File: config.mk
export PLATFORM = sky130hd
export DESIGN_NAME = rv32_barrel_irq_src
export DESIGN_NICKNAME = d
export VERILOG_FILES = /design/src/rtl/pito_pkg.sv /design/src/rtl/rv32_hart_irq_slot.sv /design/src/rtl/rv32_barrel_irq_src.sv
export SDC_FILE = /design/constraint.sdc
export NUM_CORES = 1
export LEC_CHECK = 0
export BUFFER_PORTS_ARGS = -buffer_cell sky130_fd_sc_hd__buf_4
export CORE_MARGIN = 8
export CORE_UTILIZATION = 55
export DETAILED_ROUTE_END_ITERATION = 10
export PLACE_DENSITY_LB_ADDON = 0.15
export SYNTH_ARGS = -nofsm -noshare
export SYNTH_HDL_FRONTEND = slang
export SYNTH_SLANG_ARGS = --single-unit
export TNS_END_PERCENT = 50
File: constraint.sdc
create_clock -name clk -period 3.05 [get_ports clk]
set_input_delay 0.61 -clock clk [delete_from_list [all_inputs] [get_ports clk]]
set_output_delay 0.61 -clock clk [all_outputs]
set_load 0.005 [all_outputs]
File: src/rtl/pito_pkg.sv
// Shared barrel-core constants: hart count, hart index width, timer compare reset value.
package pito_pkg;

   localparam int unsigned NUM_HARTS      = 8;
   localparam int unsigned HART_CNT_WIDTH = 3;
   localparam int unsigned MTIME_WIDTH    = 64;

   localparam logic [MTIME_WIDTH-1:0] IRQ_TCMP_RESET = 64'hFFFF_FFFF_FFFF_FFFF;

endpackage : pito_pkg

File: src/rtl/rv32_hart_irq_slot.sv
// Per-hart interrupt state: mtimecmp, registered timer compare, MVU pending latch and overrun flag.
module rv32_hart_irq_slot
   import pito_pkg::*;
(
   input  logic                   clk,
   input  logic                   rst_n,
   input  logic [MTIME_WIDTH-1:0] mtime,
   input  logic                   tcmp_we,
   input  logic                   tcmp_hi,
   input  logic [31:0]            tcmp_wdata,
   input  logic                   done,
   input  logic                   ack,
   output logic                   time_irq,
   output logic                   mvu_irq,
   output logic                   mvu_overrun
);

   logic [MTIME_WIDTH-1:0] mtimecmp;

   // Half-word compare writes; the untouched half keeps its value.
   always_ff @(posedge clk or negedge rst_n) begin
      if (!rst_n) begin
         mtimecmp <= IRQ_TCMP_RESET;
      end else if (tcmp_we) begin
         if (tcmp_hi) mtimecmp[63:32] <= tcmp_wdata;
         else         mtimecmp[31:0]  <= tcmp_wdata;
      end
   end

   // Timer level is the compare of pre-edge values, one register stage late.
   always_ff @(posedge clk or negedge rst_n) begin
      if (!rst_n) time_irq <= 1'b0;
      else        time_irq <= (mtime >= mtimecmp);
   end

   // A new completion beats a same-cycle ack; ack always clears overrun.
   always_ff @(posedge clk or negedge rst_n) begin
      if (!rst_n) begin
         mvu_irq     <= 1'b0;
         mvu_overrun <= 1'b0;
      end else begin
         if (done)     mvu_irq <= 1'b1;
         else if (ack) mvu_irq <= 1'b0;

         if (ack)                  mvu_overrun <= 1'b0;
         else if (done && mvu_irq) mvu_overrun <= 1'b1;
      end
   end

endmodule : rv32_hart_irq_slot

File: src/rtl/rv32_barrel_irq_src.sv
// Interrupt source for the barrel core: shared mtime with prescaler, per-hart timer and
// MVU-completion interrupt slots, and hart-selected views for the CSR stage.
module rv32_barrel_irq_src #(
   parameter int unsigned NUM_HARTS      = pito_pkg::NUM_HARTS,
   parameter int unsigned HART_CNT_WIDTH = pito_pkg::HART_CNT_WIDTH,
   parameter int unsigned TICK_DIV       = 1
) (
   input  logic                      clk,
   input  logic                      rst_n,
   input  logic [NUM_HARTS-1:0]      mvu_done,
   input  logic                      irq_ack_valid,
   input  logic [HART_CNT_WIDTH-1:0] irq_ack_hart,
   input  logic                      tcmp_we,
   input  logic [HART_CNT_WIDTH-1:0] tcmp_hart,
   input  logic                      tcmp_hi,
   input  logic [31:0]               tcmp_wdata,
   input  logic [HART_CNT_WIDTH-1:0] hart_id_i,
   output logic [NUM_HARTS-1:0]      mvu_irq,
   output logic [NUM_HARTS-1:0]      time_irq,
   output logic [NUM_HARTS-1:0]      mvu_overrun,
   output logic                      time_irq_sel,
   output logic                      mvu_irq_sel,
   output logic [63:0]               mtime
);

   localparam int unsigned PRE_W = (TICK_DIV > 1) ? $clog2(TICK_DIV) : 1;

   logic [PRE_W-1:0]     pre;
   logic                 tick;
   logic [NUM_HARTS-1:0] slot_we;
   logic [NUM_HARTS-1:0] slot_ack;

   assign tick = (pre == PRE_W'(TICK_DIV - 1));

   // Prescaler and free-running time base; mtime wraps silently.
   always_ff @(posedge clk or negedge rst_n) begin
      if (!rst_n) begin
         pre   <= '0;
         mtime <= '0;
      end else if (tick) begin
         pre   <= '0;
         mtime <= mtime + 64'd1;
      end else begin
         pre   <= pre + PRE_W'(1);
      end
   end

   // Out-of-range hart indices match no slot, so such writes and acks fall away.
   always_comb begin
      slot_we  = '0;
      slot_ack = '0;
      for (int unsigned h = 0; h < NUM_HARTS; h++) begin
         slot_we[h]  = tcmp_we && (tcmp_hart == HART_CNT_WIDTH'(h));
         slot_ack[h] = irq_ack_valid && (irq_ack_hart == HART_CNT_WIDTH'(h));
      end
   end

   for (genvar h = 0; h < NUM_HARTS; h++) begin : g_slot
      rv32_hart_irq_slot u_slot (
         .clk         (clk),
         .rst_n       (rst_n),
         .mtime       (mtime),
         .tcmp_we     (slot_we[h]),
         .tcmp_hi     (tcmp_hi),
         .tcmp_wdata  (tcmp_wdata),
         .done        (mvu_done[h]),
         .ack         (slot_ack[h]),
         .time_irq    (time_irq[h]),
         .mvu_irq     (mvu_irq[h]),
         .mvu_overrun (mvu_overrun[h])
      );
   end

   // CSR-stage views; an out-of-range hart reads as no interrupt.
   always_comb begin
      time_irq_sel = 1'b0;
      mvu_irq_sel  = 1'b0;
      for (int unsigned h = 0; h < NUM_HARTS; h++) begin
         if (hart_id_i == HART_CNT_WIDTH'(h)) begin
            time_irq_sel = time_irq[h];
            mvu_irq_sel  = mvu_irq[h];
         end
      end
   end

endmodule : rv32_barrel_irq_src

---- Yosys cells after proc, flatten, opt, wreduce, memory -nomap -nowiden ----
Cells that the tools add are included.
storage, ports and cells
  flip-flop bits (word level) ............. 601
  logic and storage cells ................. 182
  input bits .............................. 54
  ROM bits ................................ 0
  memory bits (writable) .................. 0
  output and inout bits ................... 90
  bits in latches ......................... 0
  memories kept ........................... 0
cells by class
  $mul .................................... 0
  bitwise logic cells ..................... 1
  reductions and logical operators ........ 59
  eq/ne operators ......................... 21
  shifts and indexed selects .............. 0
  multiplexer cells ....................... 49
  div/mod/pow operators ................... 0
  $add $sub $neg .......................... 2
  magnitude comparators ................... 8
operators by type and width
  cell                     count
  $ge A64 B64 Y1           8
  $add A64 B1 Y64 const B  1
  $mux W1                  49
  $eq A3 B3 Y1 const B     12
  $reduce_and A2 Y1        16
  $reduce_bool A2 Y1       16
  $logic_and A1 B1 Y1      24
  $eq A3 B2 Y1 const B     6
  $eq A3 B1 Y1 const B     3
  $logic_not A3 Y1         3
  $add A1 B1 Y1 const B    1
  $not A1 Y1               1

---- Depth between registers and ports, before layout ----
Gate-level depths: netlist of the first run.
  depth after elaboration ................. 9
  depth in mapped cells ................... 9
  mapped depth without buffers ............ 9

---- Modules after synthesis ----
From an unflattened synthesis of the first run, not the netlist that was laid out.
unflattened totals
  cell total of the unflattened synthesis .. 3,500
  area, all modules ....................... 35,914.4 sq um
by module, submodules not included
  module               times used  area each (sq um)  cells an instance  sequential area each (sq um)
  rv32_hart_irq_slot   8           4,088.9            398                1,756.7
  rv32_barrel_irq_src  1           3,203.1            316                1,601.5

---- Worst setup path before layout of the first run ----
OpenSTA, ideal clock, no wires.
  path type ............................... flip-flop to flip-flop
  from .................................... register mtime[0]
  to ...................................... register g_slot[4].u_slot.time_irq
  data required time ...................... 2.910 ns
  path slack .............................. 0.734 ns
  cell stages (with the launch flop) ...... 10
  clock period less this slack ............ 2.316 ns
  arrival time ............................ 2.176 ns
  path buffers ............................ 0
  setup time .............................. 0.140 ns
  cells stage by stage .................... dfrtp_1 -> inv_1 -> ha_1 -> nand2b_1 -> a211o_1 -> a21oi_1 -> o211ai_1 -> a41o_1 -> a2111oi_0 -> o211ai_1
on the way
  word-level cells in the longest chain between the ends .. 1
RTL lines
  item                      RTL line                   source
  start: declaration        rv32_barrel_irq_src.sv:23  output logic [63:0] mtime
  start signal: assignment  rv32_barrel_irq_src.sv:42  mtime <= mtime + 64'd1;
  $ge A64 B64 Y1            rv32_hart_irq_slot.sv:33   else time_irq <= (mtime >= mtimecmp);
  end signal: assignment    rv32_hart_irq_slot.sv:33
  end: declaration          rv32_hart_irq_slot.sv:13   output logic time_irq,
No other way between the ends.
A chain may end at the register's enable or synchronous reset.

---- Worst setup path in the final report of the first run ----
  from .................................... register mtime[0]
  to ...................................... register g_slot[6].u_slot.time_irq
on the way
  word-level cells in the longest chain between the ends .. 1
RTL lines
  item                    RTL line
  $ge A64 B64 Y1          rv32_hart_irq_slot.sv:33
  end signal: assignment  rv32_hart_irq_slot.sv:33
  end: declaration        rv32_hart_irq_slot.sv:13
No other way between the ends.

==> impl_metrics.ini, run 1 <==
[synth]
syn_inst = 3639
syn_nets = 4206
syn_area_per_cell_um2 = 9.783
ys_async_sr_fraction = 1.000
ys_warn_count = 0
synthFlopType = dfstp_2
synth_seq_cells = 600
yosysSeqAreaShare = 0.4398
syn-cell-area_um2 = 35600
ys_types = 60
synth-edff-count = 0

[job]
drv_cap = 0

[sta]
fin_setup_tns_ps = 0
fin_crit_sh = 0.9795
fin_skew_ps = 16.60
fmax_mhz = 334.7
relSlewSlack = 0.4270
tightest_slew_ps = 856.4
setup_viol = 0
post-route-min-period_ps = 2988
hold_violations = 0
rsz0062_at_grt = true
drv_slew = 0

[cts]
clk_pin_slew_ps = 60
clk_latency_ps = 600
cts_sinks = 600
numCtsBuffers = 71
post_cts_buffers = 0
clock_path_buffers = 3
tritoncts = yes
clock-root-buffer = clkbuf_16
htree_levels = 3

[global_route]
grt_max_degree = 82
antenna_found_initial = 2
gr-total-overflow = 0
grt_pass1_wl_um = 151000
grt_usage = 0.2601
grt_pass1_vias = 26750

[hold_path]
hold_path_class = input pin to async pin

[placed_design]
dpl.hpwl_um = 69210
place.gp.congestion = 0.8575
numPortBuffers = 143
dp.cells = 4640

[cells_and_area]
final_cells = 4766
drive_above_1_share = 0.2877
mostFrequentLayoutCells = 513 x inv_1, 513 x ha_1, 512 x dfstp_2
final_nets = 4425
fillers = 5296
area_growth_pct = 14.77

[setup_path]
required_ps = 3540
critPathMaxStageDelay_ps = 580
start_kind = register
crit_fanout = 9
critical_path_class = register to register
crit_arrival_ps = 3480
worstPathCellList = inv_1 -> ha_1 -> nor2_1 -> a21oi_1 -> o311ai_1 -> a31oi_1 -> a2111oi_1 -> buf_4 -> o31ai_1 -> a41o_1
cpMaxStageDelayCell = a2111oi_1
worstSetupEndpointType = register

[drt]
via_count = 26510
routedWlPerCell_um = 20.05
wl_um = 95550
dr.pass1.iters = 5
drc_errors = 0
viasPerCell = 5.561
drtIter0Drc = 1511
antenna_left = 0

[pwr]
ir_drop_mv = 0.4795
powerDensity_nw_per_um2 = 594.6
power.total_mw = 24.29
p_leak_nw = 19.66

[die]
die_area_um2 = 73120
std_cell_rows = 93
fp.dieH_um = 270.4
num_io_pins = 144
die_w_um = 270.4
core_um2 = 64230
initial_utilization = 0.5542

[run_status]
status = finished, final reports clean
where the power goes:
part / internal [mW] / leakage [nW] / switching [mW]
Combinational: 1.96 / 12.0 / 2.77
Sequential: 10.7 / 6.52 / 0.548
Clock: 5.00 / 1.12 / 3.32
Total: 17.7 / 19.7 / 6.64
final timing paths:
kind / end / start / slack, ps / cells past startpoint
hold / removal: g_slot[7].u_slot.time_irq$_DFF_PN0_ / rst_n / 30 / 1
setup reg to reg: g_slot[6].u_slot.time_irq$_DFF_PN0_ / mtime[0]$_DFF_PN0_ / 60 / 10
min in group clk: g_slot[0].u_slot.mvu_irq$_DFFE_PN0P_ / mvu_done[0] / 210 / 2
max in group asynchronous: g_slot[1].u_slot.mtimecmp[57]$_DFFE_PN1P_ / rst_n / 2130 / 2
setup / recovery: g_slot[6].u_slot.time_irq$_DFF_PN0_ / mtime[0]$_DFF_PN0_ / 60 / 10
hold reg to reg: g_slot[6].u_slot.mtimecmp[58]$_DFFE_PN1P_ / g_slot[6].u_slot.mtimecmp[58]$_DFFE_PN1P_ / 500 / 2
critical path: cells and delay by family, from the launching register on:
family,cells,cell delay [ps]
buffers and inverters,2,570
flip-flops,1,380
AND/OR/NAND/NOR,1,80
adder cells (fa/ha/maj),1,300
AO/OA/AOI/OAI,6,1530
synth_stat cells (7+ instances only):
| cell type | instances | area, µm² |
|---|---|---|
| nor3_1 | 23 | 115.1 |
| a2111oi_0 | 18 | 157.7 |
| mux2_2 | 188 | 2117 |
| nand4_1 | 93 | 581.8 |
| o211ai_1 | 16 | 120.1 |
| inv_1 | 513 | 1926 |
| a211oi_1 | 28 | 210.2 |
| o21ai_0 | 400 | 2002 |
| buf_4 | 27 | 202.7 |
| a21oi_1 | 177 | 885.9 |
| o21a_1 | 7 | 52.55 |
| buf_1 | 19 | 71.32 |
| nand2_1 | 451 | 1693 |
| xnor2_1 | 43 | 376.6 |
| mux2_1 | 8 | 90.09 |
| dfstp_2 | 512 | 13450 |
| nand2b_1 | 18 | 112.6 |
| nor2_1 | 107 | 401.6 |
| ha_1 | 513 | 6419 |
| o21bai_1 | 7 | 52.55 |
| and3_1 | 14 | 87.58 |
| a31oi_1 | 9 | 56.30 |
| nor2b_1 | 14 | 87.58 |
| nand3_1 | 71 | 355.3 |
| dfrtp_1 | 88 | 2202 |
| xor2_1 | 19 | 166.4 |
| a221oi_1 | 8 | 70.07 |
| clkbuf_1 | 103 | 386.6 |
| and4_1 | 11 | 96.34 |
| nor4_1 | 18 | 112.6 |
| a21o_1 | 48 | 360.4 |
per-stage QoR:
stage | area (µm²) | hold WS (ps) | utilization | worst slack [ps]
after global routing | 40850 | 37.77 | 0.6360 | -144.5
after floorplan | 35600 | 314.4 | - | 733.9
after detailed placement | 38550 | 493.1 | 0.6002 | -84.54
final | 40860 | 29.94 | 0.6361 | 62.48
after global placement | 38550 | 488.9 | 0.6002 | -94.69
after CTS | 40830 | 19.87 | 0.6357 | 18.30
cell type report:
class | instances | area (µm²) | share of cell area
multi-input cells | 2377 | 17470 | 0.4277
flip-flops and latches | 600 | 15660 | 0.3832
repair buffers | 295 | 2460 | 0.06021
clock buffers | 114 | 2161 | 0.05289
inverters | 513 | 1926 | 0.04713
well taps | 855 | 1070 | 0.02618
clock inverters | 11 | 108.9 | 0.002664
diodes | 1 | 2.502 | 0.00006125
what timing repair did:
| item | in CTS | in global routing |
|---|---|---|
| endpoints found under the setup margin | 3 | 5 |
| cloned | 0 | 0 |
| hold buffers | 0 | 0 |
| resized for setup | 3 | 4 |
flip-flops by register name, indices dropped and copies added (netlist names):
| register | cells |
|---|---|
| g_slot.u_slot.mvu_irq | 8 |
| g_slot.u_slot.mvu_overrun | 8 |
| g_slot.u_slot.time_irq | 8 |
| mtime | 64 |
| g_slot.u_slot.mtimecmp | 512 |
logic make-up (layout without fill, tap and decap cells):
| logic type | Yosys count | count (layout) | share of synthesized area |
|---|---|---|---|
| and+or+nand+nor | 846 | 846 | 0.1084 |
| AOI/OAI and AO/OA | 758 | 758 | 0.1211 |
| buffers and inverters | 662 | 933 | 0.07265 |
| DFF | 600 | 600 | 0.4398 |
| adders and majority gates | 513 | 513 | 0.1803 |
| muxes | 198 | 198 | 0.06256 |
| xor gates and xnor gates | 62 | 62 | 0.01525 |
| other | 0 | 1 | 0 |
routing by layer:
layer	vias up	track usage	routed length, µm
li1	12880	-	-
met1	12890	0.3532	43180
met2	572	0.4160	43730
met3	166	0.04257	5133
met4	0	0.09820	3508
met5	-	0	0
No activity file was read; power rests on OpenSTA's default activity.
==> run 2: changes to the inputs <==
Settings changed: SYNTH_HIERARCHICAL set to 1.
==> run 2 against run 1 <==
  * Die area increased by 0.83%
  * Sequential share of layout area hardly changed
  * Cell area increased by 0.12%
==> impl_metrics.ini, run 2 <==
[run_status]
status = finished, final reports clean

[setup_path]
crit_arrival_ps = 3410
critical_path_class = register to register
worst-path-stages = 7
rr_startpoint = mtime[37]$_DFF_PN0_
worstPathCellList = ha_1 -> nand4_1 -> nor3_1 -> a22o_2 -> nor4_1 -> o211a_1 -> o21ai_1
worstSetupEndpointType = register
crit_family = simple AND/OR/NAND/NOR gates
r2r_end = g_slot[5].u_slot/time_irq$_DFF_PN0_
required_ps = 3540
critPathMaxStageDelay_ps = 830
critPathLaunch = mtime[37]$_DFF_PN0_
cp_num_buf_inv = 0
cpMaxStageDelayCell = dfrtp_1
crit_fanout = 13
r2r_cells = 7
endpoint = g_slot[5].u_slot/time_irq$_DFF_PN0_
reg2reg_slack_ps = 130
start_kind = register

[sta]
rsz0062_at_grt = false
fin_setup_tns_ps = 0
relSlewSlack = 0.4263
post-route-min-period_ps = 2916
setup_viol = 0
fmax_mhz = 342.9
tightest_slew_ps = 860.5
hold_violations = 0
fin_skew_ps = 28.10
drv_slew = 0
fin_crit_sh = 0.9561

[pwr]
combPwrFrac = 0.195
ir_drop_mv = 0.4453
swShare = 0.2813
p_seq_frac = 0.462
powerDensity_nw_per_um2 = 599.4
power_frac_clock = 0.342
p_leak_nw = 20.04
p_switching_mw = 6.897
p_int_mw = 17.62

[cts]
clock_path_buffers = 3
clk_pin_slew_ps = 60
post_cts_buffers = 0
cts_resized = 0
cts_sinks = 600
tritoncts = yes
numCtsBuffers = 70
clock-root-buffer = clkbuf_16
clk_latency_ps = 620
htree_levels = 3
cts_hold_buf = 1

[drt]
dr.pass1.iters = 5
routedWlPerCell_um = 22.54
drtIter0Drc = 1498
drc_errors = 0
via_count = 26820
wl_um = 104300
antenna_left = 0
viasPerCell = 5.797

[synth]
syn_nets = 4067
yosysMostFrequentCell = inv_1
ys_types = 51
synth_seq_cells = 600
syn_inst = 3500
yosysSeqAreaShare = 0.4359
synthTopCellsByCount = 537 x inv_1, 513 x ha_1, 512 x dfstp_2
synth.largest_area_cell = dfstp_2
synth_area_leaders = dfstp_2 37%, ha_1 18%, mux2_1 7.5%
synth_top_area_frac = 0.3746
ys_warn_count = 6
synth-edff-count = 0
synthFlopType = dfstp_2
syn_area_per_cell_um2 = 10.26
ys_async_sr_fraction = 1.000
syn-cell-area_um2 = 35910

[placed_design]
place.gp.congestion = 0.9248
numPortBuffers = 143
placed_area_um2 = 38590
dpl.hpwl_um = 76070

[cells_and_area]
final_common_cell = inv_1
final_nets = 4287
mostFrequentLayoutCells = 537 x inv_1, 513 x ha_1, 512 x dfstp_2
top_register = g_slot.u_slot/mtimecmp
multi_input_area_um2 = 17950
diodes = 0
top_regs = g_slot.u_slot/mtimecmp: 512 flops, mtime: 64 flops
largest_register_ffs = 512
fillers = 5254
fin_area_um2 = 40910
seqCellArea_um2 = 15660
area_growth_pct = 13.90
drive_above_1_share = 0.2497

[die]
std_cell_rows = 93
die_w_um = 271.5
core_um2 = 64460
initial_utilization = 0.5571
num_io_pins = 144
fp.dieH_um = 271.5
die_area_um2 = 73730

[global_route]
grt_usage = 0.2807
grt_max_degree = 85
grt_pass1_vias = 27820
antenna_found_initial = 0
grt_pass1_wl_um = 161900
gr-total-overflow = 0

[job]
drv_cap = 0

[hold_path]
hold_path_class = input pin to register
run 2: cell types whose count changed in the layout (fill, tap and decap cells not counted), sizes merged, moves of 15 or more:
cell,change
a21o,+80
buf,-60
inv,+25
nor2,-42
o21ai,-110
clkbuf,-15
nand2,-120
nand4,+55
mux2,+68
nand3,+18
run 2: cell families after synthesis:
| family | share of synthesized area |
|---|---|
| fa+ha+maj | 0.1787 |
| xor+xnor | 0.01533 |
| flops | 0.4359 |
| buf+inv | 0.06661 |
| compound gates | 0.1179 |
| mux | 0.08333 |
| simple gates | 0.1022 |
run 2: layer usage:
metal,part of all wire,GRT usage,up-vias
met3,0.046,0.04361,207
met5,0,0,-
met4,0.033,0.09445,0
met2,0.48,0.4685,672
met1,0.45,0.3714,13320
li1,-,-,12620
run 2: worst min-delay path by stage:
stage                                                          from                                         to  slack [ps]  cells past startpoint
after global routing                                    mvu_done[6]       g_slot[6].u_slot/mvu_irq$_DFFE_PN0P_         170                      2
after floorplan                                               rst_n       g_slot[0].u_slot/mvu_irq$_DFFE_PN0P_         310                      0
after global placement    g_slot[5].u_slot/mtimecmp[27]$_DFFE_PN1P_  g_slot[5].u_slot/mtimecmp[27]$_DFFE_PN1P_         470                      2
after CTS                                               mvu_done[7]       g_slot[7].u_slot/mvu_irq$_DFFE_PN0P_         160                      2
after detailed placement  g_slot[2].u_slot/mtimecmp[23]$_DFFE_PN1P_  g_slot[2].u_slot/mtimecmp[23]$_DFFE_PN1P_         480                      2
final                                                   mvu_done[7]       g_slot[7].u_slot/mvu_irq$_DFFE_PN0P_         200                      2
run 2: per-stage QoR:
stage | util | worst slack [ps] | total power [mW] | instances | hold WS, ps
floorplan | - | 868.1 | 14.55 | 3500 | 314.4
global placement | 0.5986 | 238.4 | 15.83 | 4502 | 474.0
detailed placement | 0.5986 | 211.8 | 16.20 | 4502 | 478.9
CTS | 0.6345 | 212.5 | 24.71 | 4627 | 164.1
global route | 0.6345 | 118.9 | 25.84 | 4627 | 170.7
finish | 0.6345 | 134.0 | 24.52 | 4627 | 195.8
run 2: cell type report:
cell class | count | area share
Multi-Input combinational cell | 2275 | 0.4389
Clock inverter | 25 | 0.004863
Inverter | 537 | 0.04928
Tap cell | 855 | 0.02615
Clock buffer | 99 | 0.05148
Sequential cell | 600 | 0.3827
Timing Repair Buffer | 236 | 0.04662
run 2: power groups by stage:
stage / Clock (mW) / Sequential [mW] / Combinational [mW]
after floorplan: 0 / 11.2 / 3.31
after global placement: 0 / 11.4 / 4.45
after detailed placement: 0 / 11.5 / 4.74
after CTS: 8.58 / 11.3 / 4.79
after global routing: 8.87 / 11.5 / 5.43
final: 8.39 / 11.3 / 4.79
